**src/rtl/mio_bus_seq.sv**
```systemverilog
// Registered CPU data-port bus: decodes each request to data RAM, an IO slot or the
// internal error-count status slot, with RAM wait states, IO ready handshake and IO timeout.
module mio_bus_seq #(
  parameter int unsigned N_IO     = 4,
  parameter logic [31:0] IO_BASE  = 32'hFFFF0000,
  parameter int unsigned RAM_AW   = 7,
  parameter int unsigned RAM_WAIT = 1,
  parameter int unsigned TIMEOUT  = 15
) (
  input  logic                   clk,
  input  logic                   rstn,
  input  logic                   cpu_req,
  input  logic                   cpu_we,
  input  logic [31:0]            cpu_addr,
  input  logic [31:0]            cpu_wdata,
  input  logic [2:0]             cpu_amp,
  output logic [31:0]            cpu_rdata,
  output logic                   cpu_ack,
  output logic                   cpu_err,
  output logic [RAM_AW-1:0]      ram_addr,
  output logic [31:0]            ram_wdata,
  output logic                   ram_we,
  output logic [2:0]             ram_amp,
  input  logic [31:0]            ram_rdata,
  output logic [N_IO-1:0]        io_sel,
  output logic                   io_we,
  output logic [31:0]            io_wdata,
  input  logic [32*N_IO-1:0]     io_rdata,
  input  logic [N_IO-1:0]        io_ready
);

  typedef enum logic [1:0] {IDLE, DRAM, DIO, RESP} state_e;

  state_e            state_q;
  logic [3:0]        wait_q;
  logic [7:0]        tmo_q;
  logic              we_q;
  logic              unmapped_q;
  logic [15:0]       err_cnt_q;
  logic [31:0]       rdata_q;
  logic [31:0]       wdata_q;
  logic              ack_q;
  logic              err_q;
  logic [RAM_AW-1:0] ram_addr_q;
  logic              ram_we_q;
  logic [2:0]        amp_q;
  logic [N_IO-1:0]   io_sel_q;
  logic              io_we_q;

  logic              is_io;
  logic [5:0]        slot;
  logic              slot_ext;
  logic [N_IO-1:0]   sel_d;
  logic              io_hit;
  logic [31:0]       io_rd;
  logic [15:0]       err_inc;
  logic              unused_addr;

  assign is_io       = (cpu_addr[31:8] == IO_BASE[31:8]);
  assign slot        = cpu_addr[7:2];
  assign slot_ext    = (slot != 6'd0) && (32'(slot) <= N_IO);
  assign err_inc     = (err_cnt_q == 16'hFFFF) ? err_cnt_q : err_cnt_q + 16'd1;
  assign unused_addr = ^cpu_addr[1:0];

  // Slot s maps to external select bit s-1; only the selected slot's ready/data matter.
  always_comb begin
    sel_d  = '0;
    io_hit = 1'b0;
    io_rd  = '0;
    for (int k = 0; k < int'(N_IO); k++) begin
      sel_d[k] = (slot == 6'(k + 1));
      if (io_sel_q[k]) begin
        io_hit = io_ready[k];
        io_rd  = io_rdata[32*k +: 32];
      end
    end
  end

  // Status and unmapped accesses spend one silent RESP cycle (ack_q still 0) before acking,
  // so every path leaves RESP the cycle after its ack.
  always_ff @(posedge clk or negedge rstn) begin
    if (!rstn) begin
      state_q    <= IDLE;
      wait_q     <= '0;
      tmo_q      <= '0;
      we_q       <= 1'b0;
      unmapped_q <= 1'b0;
      err_cnt_q  <= '0;
      rdata_q    <= '0;
      wdata_q    <= '0;
      ack_q      <= 1'b0;
      err_q      <= 1'b0;
      ram_addr_q <= '0;
      ram_we_q   <= 1'b0;
      amp_q      <= '0;
      io_sel_q   <= '0;
      io_we_q    <= 1'b0;
    end else begin
      case (state_q)
        IDLE: begin
          if (cpu_req) begin
            we_q    <= cpu_we;
            wdata_q <= cpu_wdata;
            if (!is_io) begin
              ram_addr_q <= cpu_addr[RAM_AW+1:2];
              amp_q      <= cpu_amp;
              ram_we_q   <= cpu_we;
              wait_q     <= 4'(RAM_WAIT);
              state_q    <= DRAM;
            end else if (slot_ext) begin
              io_sel_q <= sel_d;
              io_we_q  <= cpu_we;
              tmo_q    <= '0;
              state_q  <= DIO;
            end else begin
              unmapped_q <= (slot != 6'd0);
              state_q    <= RESP;
            end
          end
        end
        DRAM: begin
          ram_we_q <= 1'b0;
          if (wait_q == 4'd0) begin
            if (!we_q) rdata_q <= ram_rdata;
            ack_q   <= 1'b1;
            state_q <= RESP;
          end else begin
            wait_q <= wait_q - 4'd1;
          end
        end
        DIO: begin
          io_we_q <= 1'b0;
          if (io_hit) begin
            if (!we_q) rdata_q <= io_rd;
            ack_q    <= 1'b1;
            io_sel_q <= '0;
            state_q  <= RESP;
          end else if (tmo_q == 8'(TIMEOUT - 1)) begin
            rdata_q   <= '0;
            ack_q     <= 1'b1;
            err_q     <= 1'b1;
            err_cnt_q <= err_inc;
            io_sel_q  <= '0;
            state_q   <= RESP;
          end else begin
            tmo_q <= tmo_q + 8'd1;
          end
        end
        RESP: begin
          if (ack_q) begin
            ack_q   <= 1'b0;
            err_q   <= 1'b0;
            state_q <= IDLE;
          end else begin
            ack_q <= 1'b1;
            if (unmapped_q) begin
              rdata_q   <= '0;
              err_q     <= 1'b1;
              err_cnt_q <= err_inc;
            end else if (we_q) begin
              err_cnt_q <= '0;
            end else begin
              rdata_q <= {16'h0000, err_cnt_q};
            end
          end
        end
        default: state_q <= IDLE;
      endcase
    end
  end

  assign cpu_rdata = rdata_q;
  assign cpu_ack   = ack_q;
  assign cpu_err   = err_q;
  assign ram_addr  = ram_addr_q;
  assign ram_wdata = wdata_q;
  assign ram_we    = ram_we_q;
  assign ram_amp   = amp_q;
  assign io_sel    = io_sel_q;
  assign io_we     = io_we_q;
  assign io_wdata  = wdata_q;

endmodule

```
**config.mk**
```make
export PLATFORM = sky130hd
export DESIGN_NAME = mio_bus_seq
export DESIGN_NICKNAME = d
export VERILOG_FILES = /design/src/rtl/mio_bus_seq.sv
export SDC_FILE = /design/constraint.sdc
export NUM_CORES = 1
export LEC_CHECK = 0
export CAP_MARGIN = 15
export CORE_ASPECT_RATIO = 0.5
export CORE_UTILIZATION = 41
export CTS_CLUSTER_DIAMETER = 30
export DETAILED_ROUTE_END_ITERATION = 8
export PLACE_DENSITY = 0.8
export SLEW_MARGIN = 10
export SYNTH_ARGS = -nofsm -noshare
export SYNTH_HDL_FRONTEND = slang
export SYNTH_SLANG_ARGS = --single-unit
```
**constraint.sdc**
```tcl
create_clock -name clk -period 2.9 [get_ports clk]
set_input_delay 0.435 -clock clk [delete_from_list [all_inputs] [get_ports clk]]
set_output_delay 0.435 -clock clk [all_outputs]
set_load 0.05 [all_outputs]
```
# After elaboration in Yosys (flattened, before gate mapping)

Index checks and enable logic that the tools add are counted.

Bits in registers: 114
Latch bits: 0
Bits in writable memories: 0
Memory bits (read-only): 0
Bits of input ports: 235
Output and inout port bits: 114
Logic and storage cells: 133
Memories kept: 0

Add/subtract/negate cells: 3
$mul: 0
Divide/modulo/power cells: 0
Order comparisons: 1
Eq/ne operators: 27
Shift operators: 0
Muxes and demuxes: 64
Bitwise logic cells: 2
Reduce and logical (&&, ||, !) cells: 21

Operators with widths:

| operator                | number |
|---|---|
| $mux W32                | 12 |
| $mux W16                | 6 |
| $pmux W32 S3            | 1 |
| $mux W8                 | 5 |
| $mux W4                 | 8 |
| $pmux W16 S2            | 1 |
| $eq A24 B24 Y1 const B  | 1 |
| $ne A2 B2 Y1 const B    | 12 |
| $reduce_and A4 Y1       | 5 |
| $mux W1                 | 17 |
| $add A16 B1 Y16 const B | 1 |
| $eq A16 B16 Y1 const B  | 1 |
| $pmux W4 S2             | 2 |
| $pmux W8 S2             | 1 |
| $ne A3 B3 Y1 const B    | 5 |
| $eq A6 B2 Y1 const B    | 2 |
| $mux W2                 | 6 |
| $reduce_and A5 Y1       | 2 |
| $reduce_and A3 Y1       | 3 |
| $add A8 B1 Y8 const B   | 1 |
| $eq A8 B4 Y1 const B    | 1 |
| $pmux W2 S4             | 1 |
| $reduce_and A7 Y1       | 1 |
| $eq A6 B1 Y1 const B    | 1 |
| 16 further kinds        | 22 |

# Longest topological paths before layout

Depth in word-level cells: 7
Depth in mapped cells: 9
Depth with buffers taken out: 8

# Least setup slack after synthesis

OpenSTA, ideal clock, no wires.

Kind: register -> register
From: register io_sel_q[1], in the netlist io_sel[1]
To: register rdata_q[21], in the netlist cpu_rdata[21]
Setup time: 125 ps
Arrival time: 2428 ps
Required time: 2775 ps
Setup slack: 347 ps
Stages on the path, launching flop included: 9
Path buffers: 2
Clock period less this slack: 2553 ps
Cells stage by stage: dfrtp_1 -> buf_2 -> a211oi_1 -> a211o_1 -> a32oi_2 -> o21ai_2 -> nor2_4 -> buf_6 -> mux2_2

Longest elaborated chain between the ends: 6
Elaborated cells on any way between the ends: 12
Those cells by class: eq/ne: 2; mux: 9; reduce/logical: 1

RTL lines:

| item                     | line | source |
|---|---|---|
| start: declaration       | 47   | `logic [N_IO-1:0] io_sel_q;` |
| start signal: assignment | 111  | `io_sel_q <= sel_d;` |
| $mux W32 (3 in a row)    | 72   | `if (io_sel_q[k]) begin` |
| $mux W32                 | 134  | `if (!we_q) rdata_q <= io_rd;` |
| $mux W32                 | 133  | `if (io_hit) begin` |
| $pmux W32 S3             | 99   | `case (state_q)` |
| end signal: assignment   | 124  | `if (!we_q) rdata_q <= ram_rdata;` |
| end signal: assignment   | 134  |  |
| end signal: assignment   | 163  | `rdata_q <= {16'h0000, err_cnt_q};` |
| end: declaration         | 40   | `logic [31:0] rdata_q;` |

Several ways; a longest one is shown, not always the timed one. The select of a mux whose other input is x is not followed.
A chain may end at the register's enable or synchronous reset.

# Final worst setup path

From: register tmo_q[0]
To: register err_cnt_q[3]

Longest elaborated chain between the ends: 3

RTL lines:

| item                               | line | source |
|---|---|---|
| start: declaration                 | 36   | `logic [7:0] tmo_q;` |
| start signal: assignment           | 146  | `tmo_q <= tmo_q + 8'd1;` |
| $eq A8 B4 Y1                       | 138  | `end else if (tmo_q == 8'(TIMEOUT - 1)) begin` |
| $ne A2 B2 Y1 (no source line)      | -    |  |
| $reduce_and A5 Y1 (no source line) | -    |  |
| end signal: assignment             | 142  | `err_cnt_q <= err_inc;` |
| end signal: assignment             | 159  | `err_cnt_q <= err_inc;` |
| end: declaration                   | 39   | `logic [15:0] err_cnt_q;` |

Every way passes these cells.

==> metrics.txt <==
Hold WS=0.5070 ns; area share of the largest cell type after synthesis=41.80%; gr usage total=28.06%; H-tree levels=4; GRT overflow=0; Hold WC Path Type=primary input to asynchronous set/reset pin; fin util=69.19%; cell area after synthesis=0.006825 sq mm; Synth area leader=dfrtp_1; Vias/cell=5.582; Slowest cell on crit path=or4_1; Critical Path Max Stage Delay=0.55 ns; setup_tns=0 ns; fin crit share=88.26%; share of cells above drive strength 1=13.32%; antenna cells=0; metal3 WL=1631 microns; Core Region=0.01582 sq mm; Critical Path Sink Type=flip-flop; Worst EP required=3.19 ns; Placed Instances=1224; nets=1267; final worst setup slack=0.3403 ns; RSZ-0062 raised after global routing=no; chip width=184.5 microns; post-synthesis async set-or-reset flop share=100.0%; metal2 WL=12260 microns; Synth Area per Inst=9.586 sq um; drc violations=0; CP Cell Sequence=inv_1 -> ha_1 -> nand4b_1 -> or4_1 -> o21ai_1 -> nor3b_1 -> buf_4 -> nor2b_1 -> mux2_2; Worst-path clk slew=0.06 ns; antenna-violating nets left=0; DR pass1 iterations=5; max-cap viol count=0; Reg power frac=21.7%; pwr dens=1167 mW/mm^2; startpoint types=flip-flop; CTS Sinks=114; Clk pwr share=16.4%; post-route cell area=0.01094 sq mm; Clk Latency, worst-skew pair=0.42 ns; Setup Fix Bufs, Post-CTS=0; most frequent cells in the layout=clkdlybuf4s50_1, dfrtp_1, mux2_2, nand2_1, nor2_1; Max Clock Skew=0.01140 ns; post-route met1 wirelength=10310 microns; status=complete, no violations; CTS tree=done; Net Sw Frac=49.90%; Total Wirelength=24610 microns; final hold vios=0; Max clock buf depth=2; DRT iter0 DRCs=547; Max VDD drop=0.0009849 V; largest net degree at the start of global routing=82; Comb pwr share=61.9%; worst-margin pin slew=0.6471 ns; Root Buffer=clkbuf_16; Arr. time, crit path=2.85 ns; Syn Inst Count=712; Final min period=2.560 ns; post-place setup slack=0.08407 ns; Initial Util=43.16%; die height=93.24 microns; WP buf/inv=2; via count=7016; io pins=349; sw power=6.373 mW; Cell Area, Placed=0.01035 sq mm; row count=32; syn nets=956; Critical Path Fanout Max=12; first-pass GRT wire length=36630 microns; commonest non-fill, non-tap cell in the layout=clkdlybuf4s50_1; initial antenna violation count=0; Distinct cells, synth=64; Design Power=12.77 mW; FF+latch count, synth=114; Max-slew headroom=56.73%; number of global-route vias before repair=6678; Final Setup Violations=0; Final GP Congestion=0.8483; highest routed layer=met4; Yosys Warn Count=0; post-DP HPWL=18750 microns; Synth Flop Type=dfrtp_1; Non-Filler Instances=1257; Synth area leaders=dfrtp_1, mux2_2, a221oi_1; port bufs=346; fmax=0.3907 GHz; Area Growth Syn to Fin=60.31%; drt wl/cell=19.58 microns; internal cell power=6.400 mW; Crit path max-delay family=simple AND/OR/NAND/NOR gates; die area=0.01720 sq mm; leakage=4.287 nW; Post-synth EDFFs=0; Final Slew Violations=0; Inserted Clock Buffers=17; critical path class=flip-flop to flip-flop; post-synthesis sequential area ratio=41.80%
-- kinds of logic (layout without fill, tap and decap cells) --
kind of cell / after synthesis / count (layout) / synth area share, %
AO/OA/AOI/OAI: 197 / 197 / 20.48
XOR/XNOR: 13 / 13 / 1.668
adder cells (fa/ha/maj): 9 / 9 / 1.650
buffers and inverters: 92 / 416 / 7.149
flip-flops: 114 / 114 / 41.80
multiplexers: 64 / 64 / 10.50
AND/OR/NAND/NOR: 223 / 223 / 16.76
-- Yosys cell counts, types with 4 or more instances --
| cell type | number |
|---|---|
| dfrtp_1 | 114 |
| mux2_2 | 61 |
| nand2_1 | 58 |
| nor2_1 | 49 |
| o21ai_0 | 47 |
| a221oi_1 | 46 |
| clkbuf_1 | 38 |
| a21oi_1 | 37 |
| nor2b_1 | 36 |
| buf_4 | 32 |
| nor3_1 | 22 |
| o31ai_1 | 21 |
| o41ai_1 | 16 |
| inv_1 | 14 |
| nand3_1 | 14 |
| ha_1 | 9 |
| and3_1 | 8 |
| xor2_1 | 7 |
| xnor2_1 | 6 |
| nand4_1 | 5 |
| buf_2 | 4 |
| or3_1 | 4 |
-- state kept, by name, indices dropped and copies added, names as in the netlist, 2 cells and up --
| register | cells |
|---|---|
| tmo_q | 8 |
| wait_q | 4 |
| io_sel | 4 |
| err_cnt_q | 16 |
| ram_addr | 7 |
| ram_amp | 3 |
| state_q | 2 |
| io_wdata | 32 |
| cpu_rdata | 32 |
-- power by group through the flow --
| stage | logic (mW) | registers [mW] | clock network [mW] |
|---|---|---|---|
| global route | 8.29 | 2.85 | 2.22 |
| detailed placement | 7.87 | 2.78 | 0 |
| finish | 7.90 | 2.77 | 2.10 |
| floorplan | 3.71 | 4.47 | 0 |
| CTS | 7.91 | 2.77 | 2.12 |
| global placement | 7.73 | 2.76 | 0 |
-- layout make-up --
cell class              instances  area (sq um)
well taps                     221         276.5
repair buffers                370          3679
inverters                      14         52.55
fillers                      1243          4873
clock buffers                  17         425.4
flip-flops and latches        114          2854
clock inverters                15         160.2
multi-input cells             506          3495
-- worst paths after layout --
| kind | cells after the start | slack [ns] | from | end |
|---|---|---|---|---|
| setup / recovery | 9 | 0.34 | tmo_q[0]$_DFFE_PN0P_ | err_cnt_q[3]$_DFFE_PN0P_ |
| hold / removal | 2 | 0.51 | rstn | io_wdata[27]$_DFFE_PN0P_ |
| setup reg to reg | 9 | 0.34 | tmo_q[0]$_DFFE_PN0P_ | err_cnt_q[3]$_DFFE_PN0P_ |
| hold reg to reg | 1 | 0.51 | cpu_rdata[19]$_DFFE_PN0P_ | cpu_rdata[19]$_DFFE_PN0P_ |
| max in group asynchronous | 3 | 1.60 | rstn | err_cnt_q[2]$_DFFE_PN0P_ |
| min in group clk | 1 | 0.51 | cpu_rdata[19]$_DFFE_PN0P_ | cpu_rdata[19]$_DFFE_PN0P_ |
-- worst register-to-register path, stage by stage (launching register included) --
cell and delay [ns]:
dfrtp_1 0.41, inv_1 0.11, ha_1 0.16, nand4b_1 0.08
or4_1 0.55, o21ai_1 0.28, nor3b_1 0.28, buf_4 0.25
nor2b_1 0.07, mux2_2 0.25
-- what timing repair did --
| item | in CTS | in global routing |
|---|---|---|
| hold endpoints to repair | 33 | 0 |
| hold buffers | 1 | 0 |
| gates resized for setup | 0 | 0 |
-- per-layer routing --
layer | global-route usage [%] | vias up
li1 | - | 3260
met2 | 47.08 | 290
met4 | 8.125 | 0
met3 | 5.802 | 40
met1 | 36.70 | 3426
met5 | 0 | -
Power figures use the tool's default switching activity.
